### src/rtl/pc_gen.sv
// Fetch program-counter generator with valid/ready handshake and redirect buffering.
// Optional PC_ALIGN_CHECK_EN adds the misaligned-target ERR state.
module pc_gen #(
   parameter int                ADDR_W   = 32,
   parameter logic [ADDR_W-1:0] RESET_PC = '0,
   parameter int                STEP     = 4
) (
   input  logic              clk,
   input  logic              rst,
   input  logic              stall_i,
   input  logic              req_ready_i,
   input  logic              flush_i,
   input  logic [ADDR_W-1:0] flush_pc_i,
   input  logic              br_flag_i,
   input  logic [ADDR_W-1:0] br_target_i,
   output logic [ADDR_W-1:0] pc_o,
   output logic              ce_o,
   output logic              redir_o,
   output logic              misalign_o
);

   typedef enum logic [1:0] {
      S_RESET,
      S_RUN,
      S_PEND,
      S_ERR
   } state_t;

   localparam logic [ADDR_W-1:0] INC = ADDR_W'(STEP);
`ifdef PC_ALIGN_CHECK_EN
   localparam logic [ADDR_W-1:0] MASK = ADDR_W'(STEP - 1);
`endif

   state_t            state, state_nx;
   logic [ADDR_W-1:0] pc_q, pc_nx;
   logic [ADDR_W-1:0] pend_q, pend_nx;
   logic              redir_q, redir_nx;
   logic              accept;
   logic              load;

   assign accept = ce_o & req_ready_i & ~stall_i;

   always_ff @(posedge clk) begin
      if (rst) begin
         state   <= S_RESET;
         pc_q    <= RESET_PC;
         pend_q  <= '0;
         redir_q <= 1'b0;
      end else begin
         state   <= state_nx;
         pc_q    <= pc_nx;
         pend_q  <= pend_nx;
         redir_q <= redir_nx;
      end
   end

   always_comb begin
      state_nx = state;
      pc_nx    = pc_q;
      pend_nx  = pend_q;
      redir_nx = redir_q;
      load     = 1'b0;
      unique case (state)
         S_RESET: begin
            state_nx = S_RUN;
            pc_nx    = RESET_PC;
            redir_nx = 1'b0;
         end
         S_RUN: begin
            if (flush_i) begin
               pc_nx = flush_pc_i;
               load  = 1'b1;
            end else if (br_flag_i && accept) begin
               pc_nx = br_target_i;
               load  = 1'b1;
            end else if (br_flag_i) begin
               pend_nx  = br_target_i;
               state_nx = S_PEND;
            end else if (accept) begin
               pc_nx    = pc_q + INC;
               redir_nx = 1'b0;
            end
         end
         S_PEND: begin
            if (flush_i) begin
               pc_nx = flush_pc_i;
               load  = 1'b1;
            end else if (br_flag_i && accept) begin
               pc_nx = br_target_i;
               load  = 1'b1;
            end else if (br_flag_i) begin
               pend_nx = br_target_i;
            end else if (accept) begin
               pc_nx = pend_q;
               load  = 1'b1;
            end
         end
`ifdef PC_ALIGN_CHECK_EN
         S_ERR: begin
            if (flush_i) begin
               pc_nx = flush_pc_i;
               load  = 1'b1;
            end
         end
`endif
         default: begin
            state_nx = S_RESET;
            pc_nx    = RESET_PC;
            redir_nx = 1'b0;
         end
      endcase
      if (load) begin
         state_nx = S_RUN;
         redir_nx = 1'b1;
`ifdef PC_ALIGN_CHECK_EN
         // A misaligned target parks in ERR with fetch disabled.
         if (|(pc_nx & MASK)) begin
            state_nx = S_ERR;
            redir_nx = 1'b0;
         end
`endif
      end
   end

   always_comb begin
      pc_o       = pc_q;
      redir_o    = redir_q;
      ce_o       = (state == S_RUN) || (state == S_PEND);
`ifdef PC_ALIGN_CHECK_EN
      misalign_o = (state == S_ERR);
`else
      misalign_o = 1'b0;
`endif
   end

endmodule

### config.mk
export PLATFORM = sky130hd
export DESIGN_NAME = pc_gen
export DESIGN_NICKNAME = d
export VERILOG_FILES = /design/src/rtl/pc_gen.sv
export SDC_FILE = /design/constraint.sdc
export NUM_CORES = 1
export LEC_CHECK = 0
export CORE_AREA = 10 10 93 95
export CTS_BUF_LIST = sky130_fd_sc_hd__clkbuf_8
export CTS_CLUSTER_SIZE = 30
export DETAILED_ROUTE_END_ITERATION = 8
export DIE_AREA = 0 0 103 105
export DONT_BUFFER_PORTS = 1
export PLACE_DENSITY = 0.79
export SLEW_MARGIN = 5
export SYNTH_ARGS = -nofsm -noshare
export SYNTH_HDL_FRONTEND = slang
export SYNTH_SLANG_ARGS = --single-unit
### constraint.sdc
create_clock -name clk -period 2.64 [get_ports clk]
set_clock_uncertainty 0.15 [all_clocks]
set_input_delay 0.528 -clock clk [delete_from_list [all_inputs] [get_ports clk]]
set_output_delay 0.528 -clock clk [all_outputs]
set_load 0.1 [all_outputs]
# After elaboration in Yosys (flattened, before gate mapping)
# Index checks and enable logic that the tools add are counted.
[classes] n_addsub=1 muxes=27 bitwise=6 n_reduce_logical=10 eq_ne=15
[op_table] op="$mux W32" n=8
[op_table] op="$pmux W32 S2" n=1
[op_table] op="$add A32 B3 Y32 const B" n=1
[op_table] op="$ne A4 B4 Y1 const B" n=4
[op_table] op="$reduce_and A4 Y1" n=4
[op_table] op="$ne A3 B3 Y1 const B" n=5
[op_table] op="$mux W1" n=12
[op_table] op="$ne A2 B2 Y1 const B" n=4
[op_table] op="$mux W2" n=3
[op_table] op="$pmux W2 S3" n=1
[op_table] op="$reduce_and A5 Y1" n=1
[op_table] op="$not A1 Y1" n=4
[op_table] op="$pmux W1 S2" n=2
[op_table] op="$reduce_or A2 Y1" n=2
[op_table] op="$and A1 B1 Y1" n=2
[op_table] op="$eq A2 B1 Y1 const B" n=1
[op_table] op="$eq A2 B2 Y1 const B" n=1
[op_table] op="$logic_not A2 Y1" n=1
[op_table] op="$logic_and A1 B1 Y1" n=1
[op_table] op="$logic_or A1 B1 Y1" n=1
[totals] reg_bits=67 inputBits=70 wordCells=64 out_inout_bits=35

# Logic depth before layout (Yosys ltp)
[logic_depth] depth_word=11 depth_mapped=10 depth_no_buf=7

# Least setup slack after synthesis
# No wires, ideal clock.
[synth_path] kind="flip-flop to flip-flop" from="reg pc_q[3], in the netlist pc_o[3]" to="reg pc_q[30], in the netlist pc_o[30]" stages_incl_launch_ff=8 n_path_buf=1 setup_ns=0.122 synth_period_minus_slack_ns=2.926 required_time_ns=2.368 path_slack_ns=-0.286 arrival_ns=2.654 path_cell_list="dfxtp_1 -> ha_1 -> and2_1 -> nand3_2 -> buf_4 -> nor4_2 -> mux2_2 -> a221o_1"
[synth_between] elab_chain_len=6
[synth_rtl] element="start: declaration" line_no="35" text="logic [ADDR_W-1:0] pc_q, pc_nx;"
[synth_rtl] element="start signal: assignment" line_no="51" text="pc_q <= pc_nx;"
[synth_rtl] element="$add A32 B3 Y32" line_no="80" text="pc_nx = pc_q + INC;"
[synth_rtl] element="$mux W32" line_no="79" text="end else if (accept) begin"
[synth_rtl] element="$mux W32" line_no="76" text="end else if (br_flag_i) begin"
[synth_rtl] element="$mux W32" line_no="73" text="end else if (br_flag_i && accept) begin"
[synth_rtl] element="$mux W32" line_no="70" text="if (flush_i) begin"
[synth_rtl] element="$pmux W32 S2" line_no="63" text="unique case (state)"
# No other way between the ends. The select of a mux whose other input is x is not followed.
# A chain may end at the register's enable or synchronous reset.

# Worst setup path after layout
[layout_path] from="reg state[0]" to="reg pc_q[25], in the netlist pc_o[25]"
[layout_between] elab_chain_len=8 elab_cells_between_ends=16 classes_between="eq/ne (6); mux (5); bitwise (2); reduce/logical (3)"
[layout_rtl] element="start: declaration" line_no="34" text="state_t state, state_nx;"
[layout_rtl] element="start signal: assignment" line_no="50" text="state <= state_nx;"
[layout_rtl] element="$eq A2 B1 Y1 or $eq A2 B2 Y1 (tied branches)" line_no="63, 128"
[layout_rtl] element="$logic_or A1 B1 Y1" line_no="128" text="ce_o = (state == S_RUN) || (state == S_PEND);"
[layout_rtl] element="$and A1 B1 Y1 (2 in series)" line_no="41" text="assign accept = ce_o & req_ready_i & ~stall_i;"
[layout_rtl] element="$logic_and A1 B1 Y1" line_no="73, 88"
[layout_rtl] element="$mux W32, on equally long branches" line_no="88, 73"
[layout_rtl] element="$mux W32, on equally long branches" line_no="85, 70"
[layout_rtl] element="$pmux W32 S2" line_no="63"
# Parallel ways exist; a longest one is shown, timed or not.

==> impl_metrics.json <==
{
  "avgSynthCellArea_um2": 7.490,
  "worstMarginPinSlew_ps": 681.6,
  "h-tree-depth": 3,
  "rsz0062_at_grt": "no",
  "grt_pass1_wl_um": 23920,
  "synthesis.nets": 651,
  "synth_area_mm2": 0.004322,
  "crit_path_max_incr_delay_ps": 370,
  "io_buffers": 0,
  "start_kind": "flop",
  "finalCritPeriodShare": 0.9153,
  "gp_congestion": 0.9138,
  "layout_min_cycle_time_ps": 2417,
  "final_cells": 691,
  "die_w_um": 103,
  "cpMaxStageDelayCell": "or2_1",
  "synth.top_cell.area_share": 0.3104,
  "yosys_most_used_dff": "dfxtp_1",
  "ios": 105,
  "setup_violations": 0,
  "hold_depth": 1,
  "whs_ps": 75.51,
  "yosysUniqueCellTypes": 69,
  "worstHoldStart": "rst",
  "die-area_mm2": 0.01082,
  "cts_resized": 0,
  "min_path_type": "in2reg",
  "synthTopCellsByArea": "dfxtp_1, nand2_1, a21oi_1",
  "switching_share": 0.3737,
  "cp_top_family": "simple AND/OR/NAND/NOR gates",
  "dr.pass1.iters": 5,
  "timing.rr.end": "pc_o[25]",
  "reg2regPathDepth": 8,
  "p_switching_mw": 1.030,
  "cts_made_buffers": 9,
  "cts_tree": "yes",
  "postCtsHoldBufs": 0,
  "status": "finished clean",
  "path_class": "reg2reg",
  "num-nets-final": 679,
  "synth_cells": 577,
  "required_ps": 2800,
  "ys_ff_latch": 67,
  "start_util": 0.6396,
  "clock_latency_ps": 360,
  "coreArea_mm2": 0.006756,
  "reg2reg_slack_ps": 220,
  "vias_per_cell": 6.773,
  "post_cts_buffers": 0,
  "yosys_warnings": 0,
  "wl_per_cell_um": 21.97,
  "hold_viol_final": 0,
  "dr_total_vias": 4680,
  "yosysSeqAreaShare": 0.3104,
  "power_density_mw_per_mm2": 560.2,
  "antenna_found_initial": 1,
  "total_power_mw": 2.758,
  "p_int_mw": 1.727,
  "synth_edf_count": 0,
  "synth.largest_area_cell": "dfxtp_1",
  "dp_hpwl_um": 11270,
  "end_kind": "flop",
  "hold_end": "pend_q[10]",
  "ir_drop_v": 0.0005068,
  "grt_usage": 0.2764,
  "num_rows": 30,
  "drcViolationCount": 0,
  "rr_startpoint": "state[0]",
  "clkSinkCount": 67,
  "max_slew_margin": 0.5440,
  "drive_above_1_share": 0.1918,
  "path_buf_inv": 2,
  "die_h_um": 105,
  "dp_cells": 674,
  "grt-ovfl-total": 0,
  "wirelength_um": 15180,
  "power_frac_clock": 0.335,
  "pwr-share-seq": 0.395,
  "clock-root-buffer": "clkbuf_8",
  "max_freq_mhz": 413.8,
  "drv_cap": 0,
  "arrival_ps": 2580,
  "drt_iter0_drc": 481,
  "clock_path_buffers": 2,
  "combinationalPowerShare": 0.271,
  "syn_to_final_growth_pct": 13.90,
  "crit_path_cell_trace": "inv_1, ha_2, nand4b_2, nand3_1, or2_1, buf_4, nor4b_1, a211o_1",
  "grt_pass1_vias": 4520,
  "leakagePower_nw": 1.760,
  "grt_max_degree": 45,
  "clkTransAtPathRegs_ps": 90,
  "drv_slew": 0,
  "synthArstFlopShare": 0,
  "ant_nets": 0,
  "crit_fanout": 8
}
## synth_stat cells (all sizes together) (5+ instances only)
| master | instances |
|---|---|
| a21oi | 51 |
| o22ai | 5 |
| nand3 | 32 |
| a311oi | 5 |
| nor2 | 26 |
| clkbuf | 16 |
| nand2 | 130 |
| nor3 | 15 |
| o21ai | 23 |
| dfxtp | 67 |
| o31ai | 11 |
| inv | 11 |
| a32o | 12 |
| nor4 | 7 |
| and3 | 15 |
| a22o | 5 |
| nand4 | 8 |
| mux2i | 7 |
| buf | 26 |
| nand2b | 15 |
## metrics by stage
step                  util  worst slack [ps]  TNS (ps)  cell area, um2
detailed placement  0.6976             283.8         0            4713
floorplan                -            -161.8    -161.8            4348
finish              0.7285             223.5         0            4922
global route        0.7285             8.298         0            4922
global placement    0.6976             357.6         0            4713
CTS                 0.7281             273.4         0            4920
## layout make-up
| cell class | count | area [um2] |
|---|---|---|
| repair buffers | 59 | 480.5 |
| clock buffers | 9 | 123.9 |
| inverters | 13 | 48.80 |
| multi-input cells | 455 | 2719 |
| fillers | 574 | 1834 |
| diodes | 1 | 2.502 |
| flip-flops and latches | 67 | 1365 |
| well taps | 80 | 100.1 |
| clock inverters | 7 | 82.58 |
## power groups by stage
stage,clock (mW),sequential (mW),combinational (mW)
6_report,0.924,1.09,0.746
5_1_grt,0.975,1.09,0.792
2_1_floorplan,0,1.25,0.413
3_5_place_dp,0,1.11,0.730
3_3_place_gp,0,1.11,0.715
4_1_cts,0.927,1.09,0.734
## metal layers
metal / vias to the layer above / part of all wire / track usage
met4: 0 / 0.024 / 0.08250
li1: 2170 / - / -
met3: 38 / 0.14 / 0.1008
met5: - / 0 / 0
met2: 316 / 0.46 / 0.4301
met1: 2156 / 0.37 / 0.3456
## flip-flops by register name, indices dropped and copies added (netlist names)
| register | cells |
|---|---|
| pend_q | 32 |
| state | 2 |
| redir_o | 1 |
| pc_o | 32 |
## how the worst max path moves through the flow
stage	endpoint	depth (start not counted)	from	slack (ps)
after CTS	pc_o[10]	7	state[0]	270
after detailed placement	pc_o[31]	7	state[0]	280
after global routing	pc_o[27]	8	state[1]	8
after floorplan	pc_o[30]	6	pc_o[11]	-160
after global placement	pc_o[21]	7	state[0]	360
final	pc_o[25]	8	state[0]	220
## worst reg2reg max path, cell delays in order (launching register included)
cell      delay (ps)
dfxtp_1          350
inv_1             70
ha_2             310
nand4b_2         140
nand3_1          290
or2_1            370
buf_4            200
nor4b_1          350
a211o_1          140
## cell families (layout without fill, tap and decap cells)
kind of cell,after synthesis,in the layout,synth area share
AND/OR/NAND/NOR,272,272,0.3121
adder cells (fa/ha/maj),4,4,0.01158
other,1,2,0.0008677
AO/OA/AOI/OAI,161,161,0.2652
buffers and inverters,55,88,0.06109
flip-flops,67,67,0.3104
XOR/XNOR,6,6,0.01216
multiplexers,11,11,0.02664
## cell usage in the layout, fill, tap and decap left out, types with 3 or more instances in the layout
master / count
a2bb2oi_1: 3
a32oi_1: 3
mux2_2: 4
mux2i_1: 7
o211ai_1: 4
a31oi_1: 3
a211o_1: 4
a211oi_1: 3
nor4_2: 5
a221o_1: 3
a21oi_1: 51
dfxtp_1: 48
nor4b_1: 4
nand4b_1: 3
nor3_1: 15
nand2b_1: 15
and3_1: 15
o21ai_0: 22
and4_1: 4
nand2_1: 130
buf_12: 3
nand4_1: 7
xor2_1: 4
a311oi_1: 5
a22o_1: 5
clkbuf_8: 9
dfxtp_2: 19
nand3_1: 30
o32ai_1: 3
buf_4: 56
and2_1: 3
nor2_1: 25
a32o_1: 12
o31ai_1: 10
o41ai_1: 4
o22ai_1: 5
inv_6: 3
ha_1: 3
inv_1: 11
(Power assumes the default switching activity.)
